`config.mk`:
```
export PLATFORM = sky130hd
export DESIGN_NAME = pipeline_hazard_ctrl
export DESIGN_NICKNAME = d
export VERILOG_FILES = /design/src/rtl/pipeline_hazard_ctrl.sv
export SDC_FILE = /design/constraint.sdc
export NUM_CORES = 1
export LEC_CHECK = 0
export ABC_AREA = 1
export CORE_MARGIN = 1.5
export CORE_UTILIZATION = 40
export CTS_BUF_LIST = sky130_fd_sc_hd__clkbuf_8 sky130_fd_sc_hd__clkbuf_16
export CTS_CLUSTER_SIZE = 40
export DETAILED_ROUTE_END_ITERATION = 10
export GPL_TIMING_DRIVEN = 0
export MAX_ROUTING_LAYER = met4
export PLACE_DENSITY_LB_ADDON = 0.12
export SLEW_MARGIN = 10
export SYNTH_ARGS = -nofsm -noshare
export SYNTH_HDL_FRONTEND = slang
export SYNTH_SLANG_ARGS = --single-unit
```
`constraint.sdc`:
```
create_clock -name clk -period 4.6 [get_ports clk]
set_input_delay 0.69 -clock clk [delete_from_list [all_inputs] [get_ports clk]]
set_output_delay 0.69 -clock clk [all_outputs]
set_load 0.02 [all_outputs]
```
`src/rtl/pipeline_hazard_ctrl.sv`:
```
// RF-stage hazard and sequencing controller: detects load-use, CBZ-after-load and
// flag hazards against EX, stalls/bubbles/flushes, and keeps saturating perf counters.
module pipeline_hazard_ctrl #(
    parameter int         CNT_W = 16,
    parameter logic [4:0] XZR   = 5'd31
) (
    input  logic             clk,
    input  logic             reset_n,
    input  logic [4:0]       rf_rn,
    input  logic [4:0]       rf_rm,
    input  logic             rf_rn_used,
    input  logic             rf_rm_used,
    input  logic             rf_is_cbz,
    input  logic             rf_is_bcond,
    input  logic             rf_brtaken,
    input  logic [4:0]       ex_rd,
    input  logic             ex_memread,
    input  logic             ex_regwrite,
    input  logic             ex_flagen,
    output logic             pc_write_en,
    output logic             ifrf_write_en,
    output logic             ifrf_flush,
    output logic             rfex_bubble,
    output logic [CNT_W-1:0] stall_cnt,
    output logic [CNT_W-1:0] flush_cnt
);

    typedef enum logic [1:0] {
        RUN      = 2'b00,
        CBZ_WAIT = 2'b01
    } state_t;

    localparam logic [CNT_W-1:0] CNT_MAX = '1;

    state_t state;
    state_t state_nxt;

    logic ex_wr;
    logic mn;
    logic mm;
    logic ld_use;
    logic cbz_ld;
    logic flag_hz;
    logic stall;
    logic flush;

    // XZR is never a real producer, so a write to it cannot create a dependency.
    assign ex_wr   = ex_regwrite & (ex_rd != XZR);
    assign mn      = rf_rn_used & ex_wr & (rf_rn == ex_rd);
    assign mm      = rf_rm_used & ex_wr & (rf_rm == ex_rd);
    assign ld_use  = ex_memread & (mn | mm);
    assign cbz_ld  = rf_is_cbz & ex_memread & mm;
    assign flag_hz = rf_is_bcond & ex_flagen;

    always_comb begin
        // NOTE: every signal driven here gets a default first, so no latch is inferred.
        state_nxt = state;
        stall     = 1'b0;
        unique case (state)
            RUN: begin
                if (cbz_ld) begin
                    stall     = 1'b1;
                    state_nxt = CBZ_WAIT;
                end else if (ld_use | flag_hz) begin
                    stall = 1'b1;
                end
            end
            CBZ_WAIT: begin
                // Load is in MEM now; its value reaches the zero test by forwarding next cycle.
                stall     = 1'b1;
                state_nxt = RUN;
            end
            default: state_nxt = RUN;
        endcase
    end

    // A taken branch whose operands are not yet valid must not redirect fetch.
    assign flush = rf_brtaken & ~stall;

    always_comb begin
        pc_write_en   = 1'b1;
        ifrf_write_en = 1'b1;
        ifrf_flush    = 1'b0;
        rfex_bubble   = 1'b0;
        if (!reset_n) begin
            pc_write_en   = 1'b0;
            ifrf_write_en = 1'b0;
            rfex_bubble   = 1'b1;
        end else if (stall) begin
            pc_write_en   = 1'b0;
            ifrf_write_en = 1'b0;
            rfex_bubble   = 1'b1;
        end else if (flush) begin
            ifrf_flush = 1'b1;
        end
    end

    always_ff @(posedge clk) begin
        // NOTE: sequential state uses non-blocking assignments so all registers update together.
        if (!reset_n) begin
            state     <= RUN;
            stall_cnt <= '0;
            flush_cnt <= '0;
        end else begin
            state <= state_nxt;
            if (stall && (stall_cnt != CNT_MAX)) begin
                stall_cnt <= stall_cnt + CNT_W'(1);
            end
            if (flush && (flush_cnt != CNT_MAX)) begin
                flush_cnt <= flush_cnt + CNT_W'(1);
            end
        end
    end

endmodule

```
; ---- Word-level counts from Yosys, hierarchy flattened
; Index checks and enable logic that the tools add are counted.
[word_totals]
out_inout_bits = 36
mem_count = 0
regBits = 33
input_bits = 25
mem_bits_rw = 0
latchBits = 0
romBits = 0
[op_classes]
n_shift = 0
muxes = 10
order_cmp = 0
bitwise_logic = 13
div = 0
eq_ne = 5
reduce_logical = 4
mul = 0
n_addsub = 2
[ops]
columns = operator, count
row1 = $add A16 B1 Y16 const B, 2
row2 = $ne A16 B16 Y1 const B, 2
row3 = $and A1 B1 Y1, 10
row4 = $eq A5 B5 Y1, 2
row5 = $mux W1, 9
row6 = $ne A5 B5 Y1 const B, 1
row7 = $logic_and A1 B1 Y1, 2
row8 = $logic_not A2 Y1, 1
row9 = $or A1 B1 Y1, 2
row10 = $pmux W1 S2, 1
row11 = $reduce_and A2 Y1, 1
row12 = $not A1 Y1, 1

; ---- Logic depth before layout (Yosys ltp)
[depth]
ltp_word = 15
mapped_depth = 13
depth_no_buf = 13

; ---- Worst setup path before layout
; No wires, ideal clock.
[synth_path]
path_kind = input to output
from = input ex_rd[1]
to = output pc_write_en
n_path_buf = 2
path_slack_ps = 1850
path_stages = 11
arrival_ps = 2060
path_cell_list = inv_1 > nand2_1 > nand2_1 > nor2_1 > nand3_1 > nand2_1 > nand2_2 > nand2_2 > buf_6 > nor2_1 > buf_4
[synth_between]
elab_chain_len = 12
elab_cells_between_ends = 17
[synth_rtl]
columns = element, line
row1 = start: declaration, 16  ; input logic [4:0] ex_rd,
row2 = $ne A5 B5 Y1, 48  ; assign ex_wr = ex_regwrite & (ex_rd != XZR);
row3 = $and A1 B1 Y1, 48
row4 = "$and A1 B1 Y1, on equally long branches (2 in series)", "49, 50"
row5 = $or A1 B1 Y1, 51  ; assign ld_use = ex_memread & (mn | mm);
row6 = $and A1 B1 Y1, 51
row7 = $or A1 B1 Y1, 64  ; end else if (ld_use | flag_hz) begin
row8 = $mux W1, 64
row9 = $mux W1 *, 61  ; if (cbz_ld) begin
row10 = $pmux W1 S2 *, 59  ; unique case (state)
row11 = $mux W1 * (2 in series), -
row12 = end: declaration, 20  ; output logic pc_write_en,
; Mark *: on every way between the ends. The rest lies on a longest branch, timed or not.

; ---- Worst setup path after layout
[layout_path]
from = input ex_rd[4]
to = output pc_write_en
[layout_between]
elab_chain_len = 12
elab_cells_between_ends = 17
[layout_rtl]
columns = element, line
row1 = $ne A5 B5 Y1, 48
row2 = $and A1 B1 Y1, 48
row3 = "$and A1 B1 Y1, on equally long branches (2 in series)", "49, 50"
row4 = $or A1 B1 Y1, 51
row5 = $and A1 B1 Y1, 51
row6 = $or A1 B1 Y1, 64
row7 = $mux W1, 64
row8 = $mux W1 *, 61
row9 = $pmux W1 S2 *, 59
row10 = $mux W1 *, 89  ; end else if (stall) begin
row11 = $mux W1 *, 85  ; if (!reset_n) begin
; Marks and branches as above.

==> impl_metrics.csv <==
group,metric,value,unit
cts,postCtsSetupBuffers,0,
cts,cts.clk_slew.worst_paths,0.07,ns
yosys,synth_top_cell_by_area,"dfxtp_1",
grt,use_met1,0.2491,
yosys,yosys_warnings,0,
layout,final_common_cell,"nand2_1",
cts,clk_latency,0.29,ns
yosys,synthTopCellsByArea,"dfxtp_1, nand2_1, nor2_1",
layout,area_delta_synth_final,35.87,%
cts,cts-root-buf,"clkbuf_8",
worst_setup_path,end_kind,"output port",
cts,cts_tree,"yes",
sta,rsz0062_at_grt,"no",
grt,track_usage,0.1911,
grt,grt_use_met3,0.03214,
routing,via_count,2333,
routing,wirelength,5.385,mm
power_and_ir_drop,peakVddDrop,0.0001917,V
worst_setup_path,critPathKind,"in -> out",
worst_setup_path,startpoint_type,"input port",
sta,setup_viol,0,
yosys,syn_nets,386,
layout,fin_nets,451,
sta,fmax,263.0,MHz
yosys,netlist_area,0.002187,mm^2
grt,top_usage_layer,"met2",
routing,wire_per_inst,10.88,um
sta,finalMaxSlewViolations,0,
yosys,synth_area_per_cell,6.092,um^2
cts,ctsResizeCount,0,
placed_design,gp_congestion,0.9280,
floorplan,initial_core_util,0.4202,
sta,hold_viol,0,
yosys,yosysUniqueCellTypes,30,
placed_design,dpl.hpwl,4.066,mm
yosys,ys_seq_area_frac,0.3021,
sta,skew,0.005398,ns
layout,final_cell_area,0.002972,mm^2
floorplan,ios,61,
placed_design,place_ws,0.8270,ns
min_path,min_path_type,"reg -> reg",
worst_setup_path,required,3.91,ns
placed_design,placed_area,0.002855,mm^2
grt,use_met2,0.2982,
routing,drc,0,
routing,dr.pass1.iters,4,
floorplan,core-area,0.005205,mm^2
grt,gr-total-overflow,0,
layout,instances_no_fill,495,
yosys,syn_inst,359,
layout,antennaDiodeCount,0,
sta,setup_slack,0.7974,ns
floorplan,num_rows,26,
layout,drive_above_1_share,0.05412,
yosys,synth_top_area_frac,0.3021,
run_status,status,"completed",
sta,slew_headroom,0.6643,
floorplan,die_area,0.005921,mm^2
layout,final_util,0.5709,
cts,cts_sinks,33,
cts,h-tree-depth,2,
grt,grt_pass1_wl,9.066,mm
power_and_ir_drop,power,0.6823,mW
routing,first_iter_violations,112,
flow_run,cap_violations,0,
sta,fin_setup_tns,0,ns
cts,cts_buffers,5,
routing,antenna_left,0,
floorplan,dieWidth,76.95,um
grt,grt_max_degree,11,
sta,period_minus_slack,3.803,ns
routing,routed_via_density,4.713,
placed_design,dp.cells,487,
sta,hold_ws,0.4972,ns
sta,period_share,0.8267,
cts,holdBufCountCts,0,
placed_design,port_buffers,58,
grt,first_global_vias,1998,
yosys,synth_seq_cells,33,
cts,cts_buffer_depth,2,
power_and_ir_drop,power_density,229.6,mW/mm^2
floorplan,die_y,76.95,um
worst_setup_path,cp_max_fo,10,
power_and_ir_drop,p_leak,1.215,nW
worst_setup_path,cp_data_arrival_time,3.11,ns
sta,worstMarginPinSlew,0.5036,ns
layout,final_cell_mix,"nand2_1, nor2_1, clkdlybuf4s50_1",
grt,antenna_found_initial,0,
[state kept, by name, summed over array words and instances (netlist names)]
register	cells
stall_cnt	16
state	1
flush_cnt	16
[Yosys cell counts]
| master | instances |
|---|---|
| nand2_1 | 95 |
| nor2_1 | 62 |
| inv_1 | 53 |
| dfxtp_1 | 33 |
| nand3_1 | 30 |
| a21oi_1 | 15 |
| nand4_1 | 12 |
| xor2_1 | 11 |
| o21ai_0 | 7 |
| nor3_1 | 6 |
| xnor2_1 | 5 |
| clkbuf_1 | 4 |
| nand2_2 | 3 |
| o21bai_1 | 3 |
| buf_6 | 2 |
| ha_1 | 2 |
| inv_2 | 2 |
| nand3_2 | 2 |
| a211oi_1 | 1 |
| a21oi_2 | 1 |
| and2_1 | 1 |
| buf_1 | 1 |
| buf_4 | 1 |
| clkinv_1 | 1 |
| nand2_4 | 1 |
| nand4_2 | 1 |
| nor2_2 | 1 |
| nor4_1 | 1 |
| nor4_4 | 1 |
| or2_2 | 1 |
[cell type report]
cell class | instances | area, um^2
Fill cell | 524 | 2233
Buffer | 8 | 48.80
Timing Repair Buffer | 58 | 580.6
Inverter | 56 | 210.2
Tap cell | 70 | 87.58
Clock buffer | 6 | 82.58
Multi-Input combinational cell | 262 | 1267
Clock inverter | 2 | 33.78
Sequential cell | 33 | 660.6
[kinds of logic (layout without fill, tap and decap cells)]
logic type                 Yosys count  count (layout)  share of synthesized area
adders and majority gates            2               2                    0.01144
DFF                                 33              33                     0.3021
xor gates and xnor gates            16              16                    0.06407
and+or+nand+nor                    217             217                     0.4359
AOI/OAI and AO/OA                   27              27                    0.06808
buffers and inverters               64             130                     0.1184
[path summary, 6_finish.rpt]
| path | start | to | cells after the start | slack (ns) |
|---|---|---|---|---|
| setup reg to reg | stall_cnt[2] | stall_cnt[11] | 8 | 2.78 |
| hold / removal | stall_cnt[6] | stall_cnt[6] | 2 | 0.50 |
| setup / recovery | ex_rd[4] | pc_write_en | 10 | 0.80 |
| hold reg to reg | stall_cnt[6] | stall_cnt[6] | 2 | 0.50 |
[power by group]
part | total (mW) | switching [mW] | internal [mW]
combinational | 0.101 | 0.0532 | 0.0477
clock | 0.285 | 0.110 | 0.174
sequential | 0.297 | 0.00617 | 0.291
[critical path, stage by stage]
cell and delay (ns):
clkdlybuf4s50_1 0.56, nand3_1 0.11, nor3_1 0.21, nor2_1 0.08, nand2_2 0.19, nand2_2 0.18, buf_6 0.20, nor2_1 0.16
buf_4 0.14, clkdlybuf4s50_1 0.59
[metal layers]
| layer | wire length, um | part of all wire |
|---|---|---|
| met5 | 0 | 0 |
| met4 | 68 | 0.013 |
| met2 | 2357 | 0.44 |
| met3 | 224 | 0.042 |
| met1 | 2734 | 0.51 |
Power figures use the tool's default switching activity.
